`config.mk`:
```
export PLATFORM = sky130hd
export DESIGN_NAME = dmem_access_unit
export DESIGN_NICKNAME = d
export VERILOG_FILES = /design/src/rtl/dmem_access_unit_pkg.sv /design/src/rtl/dmem_access_unit_align.sv /design/src/rtl/dmem_access_unit.sv
export SDC_FILE = /design/constraint.sdc
export NUM_CORES = 1
export LEC_CHECK = 0
export ABC_AREA = 1
export ABC_CLOCK_PERIOD_IN_PS = 2000
export BUFFER_PORTS_ARGS = -buffer_cell sky130_fd_sc_hd__buf_4
export CELL_PAD_IN_SITES_DETAIL_PLACEMENT = 0
export CELL_PAD_IN_SITES_GLOBAL_PLACEMENT = 1
export CORE_MARGIN = 3
export CORE_UTILIZATION = 29
export CTS_CLUSTER_DIAMETER = 120
export DETAILED_ROUTE_END_ITERATION = 6
export PLACE_DENSITY = 0.74
export SKIP_CTS_REPAIR_TIMING = 1
export SYNTH_ARGS = -nofsm -noshare
export SYNTH_HDL_FRONTEND = slang
export SYNTH_SLANG_ARGS = --single-unit
```
`constraint.sdc`:
```
create_clock -name clk -period 2 [get_ports clk]
set_clock_uncertainty 0.1 [all_clocks]
set_input_delay 0.1 -clock clk [delete_from_list [all_inputs] [get_ports clk]]
set_output_delay 0.1 -clock clk [all_outputs]
set_load 0.01 [all_outputs]
```
`src/rtl/dmem_access_unit_pkg.sv`:
```
// Shared RV32I memory-access types used by the MEM-stage data access engine.
package rv32i_types;

    typedef enum logic [1:0] {
        MEM_NONE  = 2'b00,
        MEM_LOAD  = 2'b01,
        MEM_STORE = 2'b10
    } mem_op_t;

    typedef enum logic [2:0] {
        lb  = 3'b000,
        lh  = 3'b001,
        lw  = 3'b010,
        lbu = 3'b100,
        lhu = 3'b101
    } load_funct3_t;

    typedef enum logic [2:0] {
        sb = 3'b000,
        sh = 3'b001,
        sw = 3'b010
    } store_funct3_t;

endpackage

```
`src/rtl/dmem_access_unit_align.sv`:
```
// Combinational width decode: byte-enable mask, lane-shifted store data and
// misalignment detection for one load/store.
module dmem_align
    import rv32i_types::*;
(
    input  logic [2:0]  funct3,
    input  logic [1:0]  mem_op,
    input  logic [1:0]  addr_lsb,
    input  logic [31:0] store_data,
    output logic [3:0]  mask,
    output logic [31:0] shifted_data,
    output logic        misaligned
);

    // Unknown width codes fall through to word handling so they still trap
    // on any non-zero offset rather than silently issuing a partial access.
    always_comb begin
        mask       = 4'b0000;
        misaligned = 1'b0;
        if (mem_op == MEM_LOAD) begin
            case (load_funct3_t'(funct3))
                lb, lbu: mask = 4'b0001 << addr_lsb;
                lh, lhu: begin
                    mask       = 4'b0011 << addr_lsb;
                    misaligned = addr_lsb[0];
                end
                default: begin
                    mask       = 4'b1111;
                    misaligned = (addr_lsb != 2'b00);
                end
            endcase
        end else if (mem_op == MEM_STORE) begin
            case (store_funct3_t'(funct3))
                sb: mask = 4'b0001 << addr_lsb;
                sh: begin
                    mask       = 4'b0011 << addr_lsb;
                    misaligned = addr_lsb[0];
                end
                default: begin
                    mask       = 4'b1111;
                    misaligned = (addr_lsb != 2'b00);
                end
            endcase
        end
    end

    assign shifted_data = store_data << {addr_lsb, 3'b000};

endmodule

```
`src/rtl/dmem_access_unit.sv`:
```
// MEM-stage data access engine: issues one cache request per load/store,
// stalls the pipeline until the response, and holds the result until advance.
module dmem_access_unit
    import rv32i_types::*;
(
    input  logic        clk,
    input  logic        rst,
    input  logic        valid_in,
    input  logic [1:0]  mem_op,
    input  logic [2:0]  funct3,
    input  logic [31:0] addr,
    input  logic [31:0] store_data,
    input  logic        advance,
    output logic        dmem_read,
    output logic        dmem_write,
    output logic [31:0] dmem_addr,
    output logic [31:0] dmem_wdata,
    output logic [3:0]  dmem_byte_en,
    input  logic [31:0] dmem_rdata,
    input  logic        dmem_resp,
    output logic [31:0] mem_rdata_out,
    output logic [3:0]  rmask_out,
    output logic [3:0]  wmask_out,
    output logic [31:0] write_data_out,
    output logic [1:0]  bit_shift_out,
    output logic        trap_out,
    output logic        stall_out
);

    typedef enum logic [1:0] {IDLE, BUSY, DONE} state_t;

    state_t      state_q;
    mem_op_t     op_q;
    logic [31:0] addr_q;
    logic [31:0] wdata_q;
    logic [31:0] rdata_q;
    logic [3:0]  mask_q;
    logic [1:0]  shift_q;

    logic [3:0]  alignMask;
    logic [31:0] alignData;
    logic        misaligned;
    logic        isLoad;
    logic        isStore;
    logic        accept;

    dmem_align u_align (
        .funct3       (funct3),
        .mem_op       (mem_op),
        .addr_lsb     (addr[1:0]),
        .store_data   (store_data),
        .mask         (alignMask),
        .shifted_data (alignData),
        .misaligned   (misaligned)
    );

    assign isLoad  = valid_in && (mem_op == MEM_LOAD);
    assign isStore = valid_in && (mem_op == MEM_STORE);
    assign accept  = (isLoad || isStore) && !misaligned;

    // Responses are only honoured in BUSY, so a reset mid-request drops any late reply.
    always_ff @(posedge clk) begin
        if (rst) begin
            state_q <= IDLE;
            op_q    <= MEM_NONE;
            addr_q  <= '0;
            wdata_q <= '0;
            rdata_q <= '0;
            mask_q  <= '0;
            shift_q <= '0;
        end else begin
            case (state_q)
                IDLE: begin
                    if (accept) begin
                        state_q <= BUSY;
                        op_q    <= mem_op_t'(mem_op);
                        addr_q  <= {addr[31:2], 2'b00};
                        wdata_q <= alignData;
                        mask_q  <= alignMask;
                        shift_q <= addr[1:0];
                        rdata_q <= '0;
                    end
                end
                BUSY: begin
                    if (dmem_resp) begin
                        rdata_q <= (op_q == MEM_LOAD) ? dmem_rdata : 32'h0;
                        state_q <= DONE;
                    end
                end
                DONE: begin
                    if (advance) begin
                        state_q <= IDLE;
                    end
                end
                default: state_q <= IDLE;
            endcase
        end
    end

    always_comb begin
        dmem_read      = 1'b0;
        dmem_write     = 1'b0;
        dmem_addr      = '0;
        dmem_wdata     = '0;
        dmem_byte_en   = '0;
        mem_rdata_out  = '0;
        rmask_out      = '0;
        wmask_out      = '0;
        write_data_out = '0;
        bit_shift_out  = '0;
        trap_out       = 1'b0;
        stall_out      = 1'b0;
        case (state_q)
            IDLE: begin
                stall_out = accept;
                trap_out  = (isLoad || isStore) && misaligned;
                if (isLoad || isStore) begin
                    bit_shift_out = addr[1:0];
                end
                if (accept) begin
                    rmask_out      = isLoad  ? alignMask : 4'b0000;
                    wmask_out      = isStore ? alignMask : 4'b0000;
                    write_data_out = isStore ? alignData : 32'h0;
                end
            end
            default: begin
                stall_out      = (state_q == BUSY);
                dmem_read      = (state_q == BUSY) && (op_q == MEM_LOAD);
                dmem_write     = (state_q == BUSY) && (op_q == MEM_STORE);
                if (state_q == BUSY) begin
                    dmem_addr    = addr_q;
                    dmem_wdata   = wdata_q;
                    dmem_byte_en = mask_q;
                end
                mem_rdata_out  = rdata_q;
                rmask_out      = (op_q == MEM_LOAD)  ? mask_q  : 4'b0000;
                wmask_out      = (op_q == MEM_STORE) ? mask_q  : 4'b0000;
                write_data_out = (op_q == MEM_STORE) ? wdata_q : 32'h0;
                bit_shift_out  = shift_q;
            end
        endcase
    end

endmodule
```
After elaboration in Yosys (flattened, before gate mapping)
Cells that the tools add are included.
{ "word_totals": {"reg_bits": 104, "in_bits": 106, "output_inout_bits": 146, "word_cells": 80} }
{ "op_classes": {"n_eq_ne": 12, "shift": 3, "muxes": 41, "reduce_logical": 17} }
{ "ops": {"columns": ["op", "n"], "rows": [
  ["$mux 32", 12],
  ["$pmux 32 s2", 1],
  ["$mux 4", 12],
  ["$shl 32x5->32", 1],
  ["$pmux 4 s2", 2],
  ["$mux 2", 5],
  ["$eq 2x1->1 const B", 3],
  ["$eq 2x2->1 const B", 3],
  ["$eq 3x3->1 const B", 2],
  ["$logic_and 1x1->1", 6],
  ["$mux 1", 6],
  ["$ne 2x2->1 const B", 3],
  ["$pmux 2 s3", 1],
  ["$reduce_and 3->1", 2],
  ["$pmux 1 s2", 2],
  ["$reduce_bool 2->1", 2],
  ["$reduce_or 2->1", 2],
  ["$shl 1x2->4 const A", 1],
  ["$shl 2x2->4 const A", 1],
  ["$eq 3x1->1 const B", 1],
  ["$logic_not 3->1", 1],
  ["$logic_not 2->1", 1],
  ["$reduce_and 2->1", 1],
  ["$logic_not 1->1", 1],
  ["$logic_or 1x1->1", 1]
]} }

Longest topological paths before layout
Gate-level depths: netlist of run 1.
{ "depth": {"word_depth": 8, "mapped_depth": 15, "depth_no_buf": 11} }

Modules after synthesis
From an unflattened synthesis of run 1, not the netlist that was laid out.
{ "hier_totals": {"hier_cells": 939, "area_unflattened_um2": 5871.9} }
{ "modules_own_cells": {"columns": ["mod", "n_inst", "cells_per_inst", "area_each_um2", "seq_area_each_um2"], "rows": [
  ["dmem_access_unit", 1, 780, 4989.8, 2082.0],
  ["dmem_align", 1, 159, 882.1, 0.0]
]} }

Least setup slack after synthesis of run 1
OpenSTA, ideal clock, no wires.
{ "synth_timing": {"kind": "input -> output", "start": "in addr[1]", "end": "out write_data_out[29]", "t_arrival_ns": 1.891, "required_ns": 1.800, "setup_slack_ns": -0.091, "path_stages": 13, "path_buffers": 3, "path_cell_list": "buf_2 > clkinv_1 > clkbuf_1 > ha_1 > inv_1 > o21ai_0 > nand2_1 > nand2_1 > nand2_1 > inv_2 > buf_2 > nand4_1 > o21ai_0"} }
{ "synth_between": {"elab_chain_cells": 8} }
{ "synth_lines": {"columns": ["item", "line", "source"], "rows": [
  ["start, declared", "dmem_access_unit.sv:11", "input logic [31:0] addr,"],
  ["$reduce_bool 2->1", "dmem_access_unit_align.sv:29, dmem_access_unit_align.sv:41", null],
  ["$pmux 1 s2", "dmem_access_unit_align.sv:33", "case (store_funct3_t'(funct3))"],
  ["$mux 1", "dmem_access_unit_align.sv:32", "end else if (mem_op == MEM_STORE) begin"],
  ["$mux 1", "dmem_access_unit_align.sv:20", "if (mem_op == MEM_LOAD) begin"],
  ["$logic_not 1->1", "dmem_access_unit.sv:59", "assign accept = (isLoad || isStore) && !misaligned;"],
  ["$logic_and 1x1->1", "dmem_access_unit.sv:59", null],
  ["$mux 32 *", "dmem_access_unit.sv:120", "if (accept) begin"],
  ["$mux 32 *", "dmem_access_unit.sv:113", "case (state_q)"],
  ["end, declared", "dmem_access_unit.sv:24", "output logic [31:0] write_data_out,"]
]} }
Mark *: on every way between the ends. The rest lies on a longest branch, timed or not.

Final worst setup path of run 1
{ "layout_timing": {"start": "reg state_q[0]", "end": "out write_data_out[27]"} }
{ "layout_between": {"elab_chain_cells": 2} }
{ "layout_lines": {"columns": ["item", "line", "source"], "rows": [
  ["start, declared", "dmem_access_unit.sv:32", "state_t state_q;"],
  ["start signal, assigned", "dmem_access_unit.sv:64", "state_q <= IDLE;"],
  ["start signal, assigned", "dmem_access_unit.sv:75", "state_q <= BUSY;"],
  ["start signal, assigned", "dmem_access_unit.sv:87", "state_q <= DONE;"],
  ["$logic_not 2->1", "dmem_access_unit.sv:113", null],
  ["$mux 32", "dmem_access_unit.sv:113", null]
]} }
No other way between the ends.

==> results of run 1 <==
## worst max path at each step
stage	from	to	slack [ps]	cells past startpoint
floorplan	addr[1]	write_data_out[29]	40	13
global placement	state_q[0]$_SDFFE_PP0P_	write_data_out[2]	-30	7
detailed placement	addr[1]	rmask_out[1]	4	12
CTS	state_q[0]$_SDFFE_PP0P_	write_data_out[12]	-410	7
global route	state_q[0]$_SDFFE_PP0P_	write_data_out[12]	-200	7
finish	state_q[0]$_SDFFE_PP0P_	write_data_out[27]	-100	7
## cells in the final DEF, fill, tap and decap left out, types with 4 or more instances in the layout
master	synthesis	layout
buf_4	9	287
nand2_1	186	180
nor2_1	165	163
inv_1	120	119
a21oi_1	109	109
dfxtp_1	104	103
nand3_1	68	55
o21ai_0	65	52
dlygate4sd3_1	0	37
nand3_2	1	12
o22ai_2	0	10
o22ai_1	20	10
clkbuf_16	0	10
buf_12	0	10
nand4_1	9	9
o21ai_2	0	6
o21ai_1	0	6
inv_2	5	5
a31oi_1	5	5
nand2_2	0	5
ha_1	4	4
## logic make-up (layout without fill, tap and decap cells)
kind of cell	after synthesis	after routing
simple gates	436	437
compound gates	202	202
buf+inv	199	479
flops	104	104
fa+ha+maj	4	4
other cells	1	2
## layer usage
layer / vias to the layer above / wire length [um]
met5: - / 7
met4: 2 / 491
met2: 228 / 10400
li1: 3535 / -
met3: 30 / 1550
met1: 3107 / 9770
## area by class of cell
type	count	area [sq um]	share of cell area, %
clock inverter	6	73.8	0.812
inverter	127	479	5.27
timing repair buffer	336	2770	30.4
clock buffer	10	229	2.52
multi-input combinational	645	3130	34.4
tap	265	332	3.65
sequential	104	2080	22.9
## flip-flops by register name, summed over array words and instances, names as in the netlist
| name | cells |
|---|---|
| addr_q | 30 |
| mask_q | 4 |
| op_q | 2 |
| rdata_q | 32 |
| shift_q | 2 |
| state_q | 2 |
| wdata_q | 32 |
## power breakdown
group	internal, mW	switching, mW
logic	0.592	0.726
clock network	0.992	0.888
registers	2.23	0.0695
total	3.82	1.68
## tightest hold or removal path: cells and delay by family
family / cells / cell delay (ps)
buf+inv: 1 / 110
compound gates: 2 / 180
==> key figures, run 1 <==
Clock tree
  – CTS Buf Count: 9
  – CTS root buf: clkbuf_16
  – Reg clk slew, reported paths: 80 ps
  – TritonCTS Sinks: 104
  – Htree depth: 3
  – TritonCTS clock tree: yes
  – Later-pin clock latency in the skew report: 350 ps
  – Clock Tree Buf Depth: 2

Timing
  – Setup TNS: -1390 ps
  – Final setup margin: -100 ps
  – Worst slew margin: 53.1%
  – Period utilization: 105%
  – Worst hold slack: -28.9 ps
  – FMAX: 476 MHz
  – Fin. max-slew vios: 0
  – Minimum clock period: 2100 ps
  – RSZ-0062 raised after global routing: true
  – Final setup viols: 30
  – Fin. Hold Viols: 21
  – Least-Margin Pin Slew: 702 ps

Floorplanning
  – Site Rows: 51
  – Initial core utilization: 29.7%
  – # IOs: 252
  – Die Y: 148 um
  – Die Area: 0.0218 sq mm
  – Die span in x: 148 um
  – Core Region: 0.0196 sq mm

Synthesis
  – Count leader, synth: nand2_1
  – Largest family of logic cells by synthesized area: simple AND/OR/NAND/NOR gates
  – Yosys cell types: 28
  – Synth Area in Compound Gates: 18.2%
  – Seq/Total Area, Yosys: 35.8%
  – Post-synthesis adder-cell area fraction: 0.861%
  – Share of async-settable or async-resettable flops after synthesis: 0%
  – XOR/XNOR Fraction of Synth Area: 0%
  – Mux contribution to synthesized area: 0%
  – Synth cell count leaders: nand2_1 (186), nor2_1 (165), inv_1 (120)
  – Number of synthesized flops with an enable pin: 0
  – Area leader, netlist: dfxtp_1
  – Top cells by area, synth: dfxtp_1 (36%), nand2_1 (12%), nor2_1 (11%), a21oi_1 (9.4%), inv_1 (7.7%)
  – Mean Syn Cell Area: 6.15 sq um
  – Simple-Gate Fraction of Synth Area: 30.6%
  – Cells after Synth: 946
  – Yosys warnings: 0
  – Synthesized flop and latch total: 104
  – Ys flop type: dfxtp_1
  – Top cell type's share of synthesized area: 35.8%
  – Netlist Area Pre-Place: 0.00581 sq mm

Placement
  – Setup WS pre-CTS: 4.10 ps
  – Cells after DPL: 1,429
  – Area after DPL: 0.00807 sq mm
  – Number of port buffers: 249
  – Placer congestion estimate: 0.834
  – HPWL Detailed: 15,600 um

Drt
  – Mean routed wirelength per cell: 14.9 um
  – Vias per cell: 4.62
  – Routed WL: 22,200 um
  – Iteration-0 DRC Markers: 313
  – Pre-antenna DRT Iters: 5
  – Drc violations: 0
  – Antenna viol nets, final: 0
  – Vias after detailed routing: 6,902

Worst setup path
  – Critical path buffers and inverters: 3
  – CP arrival: 1900 ps
  – Crit. End Element: output pin
  – R2R setup slack: 230 ps
  – Reg2Reg Depth: 7
  – Biggest cell delay along the critical path: 310 ps
  – Setup Crit Path Kind: flip-flop to output pin
  – Critical Path RT: 1800 ps
  – Worst setup SP type: flip-flop
  – Crit Reg-Reg Endpoint: shift_q[0]$_SDFFE_PP0P_
  – Worst-path fanout max: 12
  – Worst-path cell chain: or2_4 -> a21oi_4 -> buf_4 -> buf_12 -> nand4_1 -> o21ai_0 -> buf_4
  – Start of the worst register-to-register path: state_q[0]$_SDFFE_PP0P_
  – Top Family by Delay on Critical Path: simple AND/OR/NAND/NOR gates
  – Slowest stage cell on the critical path: dfxtp_1
  – Top cell by count, worst path: buf_4

Finish
  – Antenna Cells: 0
  – Layout cells sized above 1: 30.0%
  – Nets: 1,333
  – Area Growth Syn to Fin: 56.3%
  – Cell area after layout: 0.00909 sq mm
  – Final core occ: 46.4%
  – Filler cell count in the final layout: 2,074
  – Layout Cells excl Fill: 1,493

Hold path
  – Hold Path Depth: 3
  – Worst Hold Launch: mem_op[0]
  – HP Class: input port to flip-flop
  – Hold path endpoint: op_q[0]$_SDFFE_PP0P_

Pwr
  – Pwr dens: 605 mW/mm^2
  – Peak supply drop: 0.394 mV
  – Static leakage: 3.88 nW
  – Power Total: 5.50 mW

GRT
  – First-pass GRT wire length: 32,900 um
  – GRT busiest layer: met2
  – Met3 Track Usage GR: 4.08%
  – Met2 Use GR: 30.7%
  – GR Util met1: 24.7%
  – Initial antenna violation count: 1
  – GRT overflow: 0
  – Largest net degree at the start of global routing: 73
  – Tot GR Track Use: 18.8%
  – Vias in the first global route: 6,160

Job
  – Max-cap viol count: 0

Status
  – Failing checks: hold timing, setup timing
  – Status: complete, but fails checks
No activity file was read; power rests on OpenSTA's default activity.
==> inputs of run 2 (changes only) <==
--- a/config.mk
+++ b/config.mk
@@ -15,6 +15,7 @@
 export CTS_CLUSTER_DIAMETER = 120
 export DETAILED_ROUTE_END_ITERATION = 6
 export PLACE_DENSITY = 0.74
+export REMOVE_ABC_BUFFERS = 1
 export SKIP_CTS_REPAIR_TIMING = 1
 export SYNTH_ARGS = -nofsm -noshare
 export SYNTH_HDL_FRONTEND = slang
==> key figures, run 2 (synthesis results as in run 1) <==
GRT
  – GRT overflow: 0 (unchanged)
  – Initial antenna violation count: 0 (-1)
  – Largest net degree at the start of global routing: 83 (+14%)
  – Vias in the first global route: 6,099 (-0.99%)
  – Tot GR Track Use: 18.8% (about the same)
  – First-pass GRT wire length: 33,200 um (+0.86%)

Worst setup path
  – CP arrival: 1930 ps (+30 ps)
  – Slowest stage cell on the critical path: dfxtp_2
  – Setup Crit Path Kind: flip-flop to output pin
  – Worst-path fanout max: 4 (-8)
  – Critical path buffers and inverters: 2 (-1)
  – Crit. End Element: output pin
  – Worst-path cell chain: or2_4 -> a21oi_4 -> nand3_4 -> nor2_4 -> buf_4 -> nand2_2 -> o21ai_2 -> buf_6
  – Biggest cell delay along the critical path: 330 ps (+20 ps)
  – Critical Path RT: 1800 ps (about the same)
  – Worst setup SP type: flip-flop
  – Top Family by Delay on Critical Path: simple AND/OR/NAND/NOR gates

Finish
  – Multi-input logic area: 0.00303 sq mm (-3.0%)
  – Largest registers: rdata_q: 32 flops, wdata_q: 32 flops, addr_q: 30 flops
  – Antenna Cells: 0 (unchanged)
  – Area Growth Syn to Fin: 53.2%
  – Layout cells sized above 1: 28.4% (-1.6 points)
  – Most frequent cells in the layout: buf_4 (269), nand2_1 (179), nor2_1 (164)
  – Final core occ: 45.5% (-0.93 points)
  – Cell area after layout: 0.00891 sq mm (-2.0%)
  – Filler cell count in the final layout: 2,140 (+3.2%)
  – Nets: 1,316 (-1.3%)
  – Register area: 0.00208 sq mm (unchanged)
  – Commonest non-fill, non-tap cell in the layout: buf_4

Pwr
  – Sw Share: 30.3% (-0.30 points)
  – Power Total: 5.44 mW (-1.2%)
  – Peak supply drop: 0.360 mV (-8.6%)
  – Reg power frac: 42.4% (+0.5 points)
  – Logic pwr share: 23.3% (-0.7 points)
  – Pwr dens: 611 mW/mm^2 (+0.86%)
  – Static leakage: 3.81 nW (-1.7%)
  – Pint: 3.79 mW (-0.73%)
  – Sw Pwr: 1.65 mW (-2.1%)
  – Clk pwr share: 34.3% (about the same)

Drt
  – Pre-antenna DRT Iters: 5 (unchanged)
  – Mean routed wirelength per cell: 14.9 um (+0.33%)
  – Routed WL: 22,000 um (-0.82%)
  – Vias per cell: 4.61 (-0.18%)
  – Drc violations: 0 (unchanged)
  – Vias after detailed routing: 6,811 (-1.3%)
  – Iteration-0 DRC Markers: 238 (-24%)
  – Antenna viol nets, final: 0 (unchanged)

Clock tree
  – Reg clk slew, reported paths: 80 ps (about the same)
  – TritonCTS Sinks: 104 (unchanged)
  – Htree depth: 3 (unchanged)
  – TritonCTS clock tree: yes
  – CTS Buf Count: 9 (unchanged)
  – Later-pin clock latency in the skew report: 350 ps (about the same)
  – Clock Tree Buf Depth: 2 (unchanged)
  – CTS root buf: clkbuf_16

Floorplanning
  – Site Rows: 51 (unchanged)
  – Die span in x: 148 um (unchanged)
  – Initial core utilization: 29.7% (unchanged)
  – # IOs: 252 (unchanged)
  – Core Region: 0.0196 sq mm (unchanged)
  – Die Area: 0.0218 sq mm (unchanged)
  – Die Y: 148 um (unchanged)

Timing
  – Minimum clock period: 2130 ps (+26.7 ps)
  – Fin. Hold Viols: 25 (+19%)
  – FMAX: 470 MHz (-1.3%)
  – Worst hold slack: -27.6 ps (+1.37 ps)
  – Final setup viols: 27 (-10%)
  – Period utilization: 106% (+1.3 points)
  – Final setup margin: -127 ps (-26.7 ps)
  – Fin. max-slew vios: 0 (unchanged)
  – RSZ-0062 raised after global routing: true

Status
  – Failing checks: hold timing, setup timing
  – Status: complete, but fails checks

Hold path
  – HP Class: input port to flip-flop

Placement
  – Placer congestion estimate: 0.840 (+0.67%)
  – HPWL Detailed: 14,900 um (-4.1%)
  – Area after DPL: 0.00799 sq mm (-1.1%)
  – Number of port buffers: 249 (unchanged)

Job
  – Max-cap viol count: 0 (unchanged)
-- run 2: cell types whose count changed in the layout (fill, tap and decap cells not counted), sizes merged --
cell and delta:
buf -14, inv -1, nor2 -1, clkinvlp -1, clkinv +3, dlygate4sd3 -3
-- run 2: final cells by class --
type	count	share of cell area (%)
Tap cell	265	3.72
Sequential cell	104	23.4
Timing Repair Buffer	320	30.0
Clock inverter	7	0.899
Clock buffer	9	2.53
Inverter	127	5.41
Multi-Input combinational cell	644	34.0
-- run 2: worst min-delay path, cell delays in order --
cell and delay [ps]:
buf_4 110, o21ai_0 80, a21oi_1 100
-- run 2: routing by layer --
layer | up-vias | routed length (um) | GRT usage [%]
li1 | 3500 | - | -
met1 | 3062 | 10200 | 26.5
met4 | 0 | 336 | 5.08
met3 | 21 | 1800 | 5.06
met5 | - | 0 | 0
met2 | 228 | 9710 | 28.5
-- run 2: stage by stage --
step | hold WS [ps] | std cells | TNS, ps | setup WS [ps]
final | -27.6 | 1476 | -1840 | -127
after detailed placement | 285 | 1419 | 0 | 113
after global routing | 2.23 | 1476 | -5150 | -224
after CTS | -99.8 | 1435 | -5320 | -307
after floorplan | 69.1 | 875 | -94400 | -1660
after global placement | 277 | 1419 | 0 | 135
-- run 2: final timing paths --
path | startpoint | endpoint | slack [ps] | depth (start not counted)
setup / recovery | state_q[0]$_SDFFE_PP0P_ | write_data_out[2] | -130 | 8
hold reg to reg | addr_q[6]$_SDFFE_PP0P_ | addr_q[6]$_SDFFE_PP0P_ | 350 | 2
hold / removal | mem_op[0] | op_q[0]$_SDFFE_PP0P_ | -30 | 3
setup reg to reg | state_q[0]$_SDFFE_PP0P_ | rdata_q[18]$_SDFFE_PP0P_ | 160 | 9
-- run 2: power by group through the flow --
stage          Combinational, mW  Sequential (mW)  Clock [mW]
4_1_cts                     1.14             2.30        1.93
5_1_grt                     1.43             2.32        2.00
6_report                    1.27             2.30        1.87
2_1_floorplan              0.608             2.33           0
3_5_place_dp                1.14             2.35           0
3_3_place_gp                1.14             2.35           0
==> inputs of run 3 (changes only) <==
--- a/config.mk
+++ b/config.mk
@@ -16,7 +16,6 @@
 export DETAILED_ROUTE_END_ITERATION = 6
 export PLACE_DENSITY = 0.74
 export REMOVE_ABC_BUFFERS = 1
-export SKIP_CTS_REPAIR_TIMING = 1
 export SYNTH_ARGS = -nofsm -noshare
 export SYNTH_HDL_FRONTEND = slang
 export SYNTH_SLANG_ARGS = --single-unit
==> key figures, run 3 (synthesis results as in run 1) <==
Timing
  – Fin. Hold Viols: 0 (-100%)
  – Final setup margin: -117 ps (+10.2 ps)
  – Worst slew margin: 65.9%
  – Minimum clock period: 2120 ps (-10.2 ps)
  – Setup TNS: -2350 ps (-512 ps)
  – Least-Margin Pin Slew: 512 ps
  – Period utilization: 106% (-0.51 points)
  – Fin. max-slew vios: 0 (unchanged)
  – FMAX: 472 MHz (+0.48%)
  – Final setup viols: 48 (+78%)
  – RSZ-0062 raised after global routing: true

Pwr
  – Peak supply drop: 0.366 mV (+1.7%)
  – Pwr dens: 588 mW/mm^2 (-3.7%)
  – Power Total: 5.67 mW (+4.2%)
  – Static leakage: 4.15 nW (+8.9%)

GRT
  – Initial antenna violation count: 0 (unchanged)
  – First-pass GRT wire length: 35,300 um (+6.5%)
  – GRT overflow: 0 (unchanged)
  – Tot GR Track Use: 20.0% (+1.2 points)
  – Vias in the first global route: 6,585 (+8.0%)
  – Largest net degree at the start of global routing: 83 (unchanged)

Status
  – Failing checks: setup timing
  – Status: complete, but fails checks

Clock tree
  – Reg clk slew, reported paths: 80 ps (about the same)
  – CTS root buf: clkbuf_16
  – Later-pin clock latency in the skew report: 350 ps (about the same)
  – TritonCTS clock tree: yes
  – CTS Buf Count: 9 (unchanged)
  – Htree depth: 3 (unchanged)
  – Clock Tree Buf Depth: 2 (unchanged)
  – TritonCTS Sinks: 104 (unchanged)

Job
  – Max-cap viol count: 0 (unchanged)

Worst setup path
  – Worst-path fanout max: 4 (unchanged)
  – Crit. End Element: output pin
  – Worst setup SP type: flip-flop
  – Slowest stage cell on the critical path: dfxtp_2
  – Critical Path RT: 1800 ps (about the same)
  – CP arrival: 1920 ps (about the same)
  – Top Family by Delay on Critical Path: simple AND/OR/NAND/NOR gates
  – Setup Crit Path Kind: flip-flop to output pin
  – Biggest cell delay along the critical path: 330 ps (about the same)
  – Worst-path cell chain: or2_4 -> a21oi_4 -> nand3_4 -> nor2_4 -> buf_4 -> nand2_2 -> o21ai_2 -> buf_4
  – Top cell by count, worst path: buf_4
  – Critical path buffers and inverters: 2 (unchanged)

Drt
  – Drc violations: 0 (unchanged)
  – Vias per cell: 4.65 (+0.86%)
  – Mean routed wirelength per cell: 15.6 um (+4.5%)
  – Iteration-0 DRC Markers: 287 (+21%)
  – Antenna viol nets, final: 0 (unchanged)
  – Vias after detailed routing: 7,088 (+4.1%)
  – Pre-antenna DRT Iters: 5 (unchanged)
  – Routed WL: 23,700 um (+7.8%)

Finish
  – Area Growth Syn to Fin: 65.9%
  – Layout cells sized above 1: 31.1% (+2.7 points)
  – Largest registers: rdata_q: 32 flops, wdata_q: 32 flops, addr_q: 30 flops
  – Most frequent cells in the layout: buf_4 (272), nand2_1 (175), nor2_1 (164)
  – Antenna Cells: 0 (unchanged)
  – Filler cell count in the final layout: 2,035 (-4.9%)
  – Nets: 1,363 (+3.6%)
  – Commonest non-fill, non-tap cell in the layout: buf_4

Floorplanning
  – Initial core utilization: 29.7% (unchanged)
  – Core Region: 0.0196 sq mm (unchanged)
  – Site Rows: 51 (unchanged)
  – # IOs: 252 (unchanged)
  – Die Y: 148 um (unchanged)
  – Die span in x: 148 um (unchanged)
  – Die Area: 0.0218 sq mm (unchanged)

Placement
  – Number of port buffers: 249 (unchanged)
  – Placer congestion estimate: 0.840 (unchanged)
  – HPWL Detailed: 14,900 um (unchanged)
  – Setup WS pre-CTS: 113 ps (unchanged)

Hold path
  – HP Class: input port to flip-flop
[run 3: changes by cell type in the layout (fill, tap and decap cells not counted), moves of 7 or more]
| cell | before | now |
|---|---|---|
| o21ai_2 | 5 | 27 |
| o21ai_0 | 53 | 19 |
| buf_6 | 3 | 10 |
| o21ai_1 | 7 | 19 |
| dlygate4sd3_1 | 34 | 62 |
[run 3: layout make-up]
| type | instances | area, sq um | area share [%] |
|---|---|---|---|
| Clock inverter | 7 | 80.1 | 0.830 |
| Inverter | 127 | 479 | 4.97 |
| Sequential cell | 104 | 2080 | 21.6 |
| Timing Repair Buffer | 367 | 3290 | 34.1 |
| Multi-Input combinational cell | 644 | 3160 | 32.7 |
| Clock buffer | 9 | 225 | 2.34 |
| Tap cell | 265 | 332 | 3.44 |
[run 3: what timing repair did]
item / in CTS / in global routing
pin swaps: 2 / 21
endpoints found under the hold margin: 61 / 0
gates cloned: 2 / 10
hold buffers: 62 / 0
gates resized for setup: 54 / 82
buffers inserted: 9 / 7
setup endpoints to repair: 43 / 90
[run 3: through the flow]
stage               area [sq um]  hold WS (ps)  std cells  utilization, %
floorplan                   5460          69.1        875               -
global placement            7990           277       1419            40.8
detailed placement          7990           285       1419            40.8
CTS                         9210        0.0933       1507            47.0
global route                9640          30.1       1523            49.2
finish                      9640          10.0       1523            49.2
[run 3: tightest hold or removal path, stage by stage]
cell and delay (ps):
buf_4 80, nand2_1 40, nand3_1 70, nand2_1 50, nor2_1 80
[run 3: layer usage]
layer,vias to the layer above,global-route usage (%),share of wire [%]
met3,16,4.78,7.9
met4,0,5.36,1.1
li1,3604,-,-
met2,252,31.6,45
met5,-,0,0
met1,3216,27.5,46
[run 3: power breakdown]
group          total [mW]  switching, mW  internal (mW)  leakage [nW]
sequential           2.31         0.0722           2.23         0.851
combinational        1.50          0.781          0.714          3.15
clock                1.87          0.879          0.989         0.148
[run 3: path summary, 6_finish.rpt]
kind,depth (start not counted),from,slack [ps],end
setup / recovery,8,state_q[0]$_SDFFE_PP0P_,-120,write_data_out[6]
hold / removal,5,dmem_rdata[10],10,rdata_q[10]$_SDFFE_PP0P_
setup reg to reg,11,state_q[0]$_SDFFE_PP0P_,-20,rdata_q[11]$_SDFFE_PP0P_
hold reg to reg,2,addr_q[6]$_SDFFE_PP0P_,350,addr_q[6]$_SDFFE_PP0P_
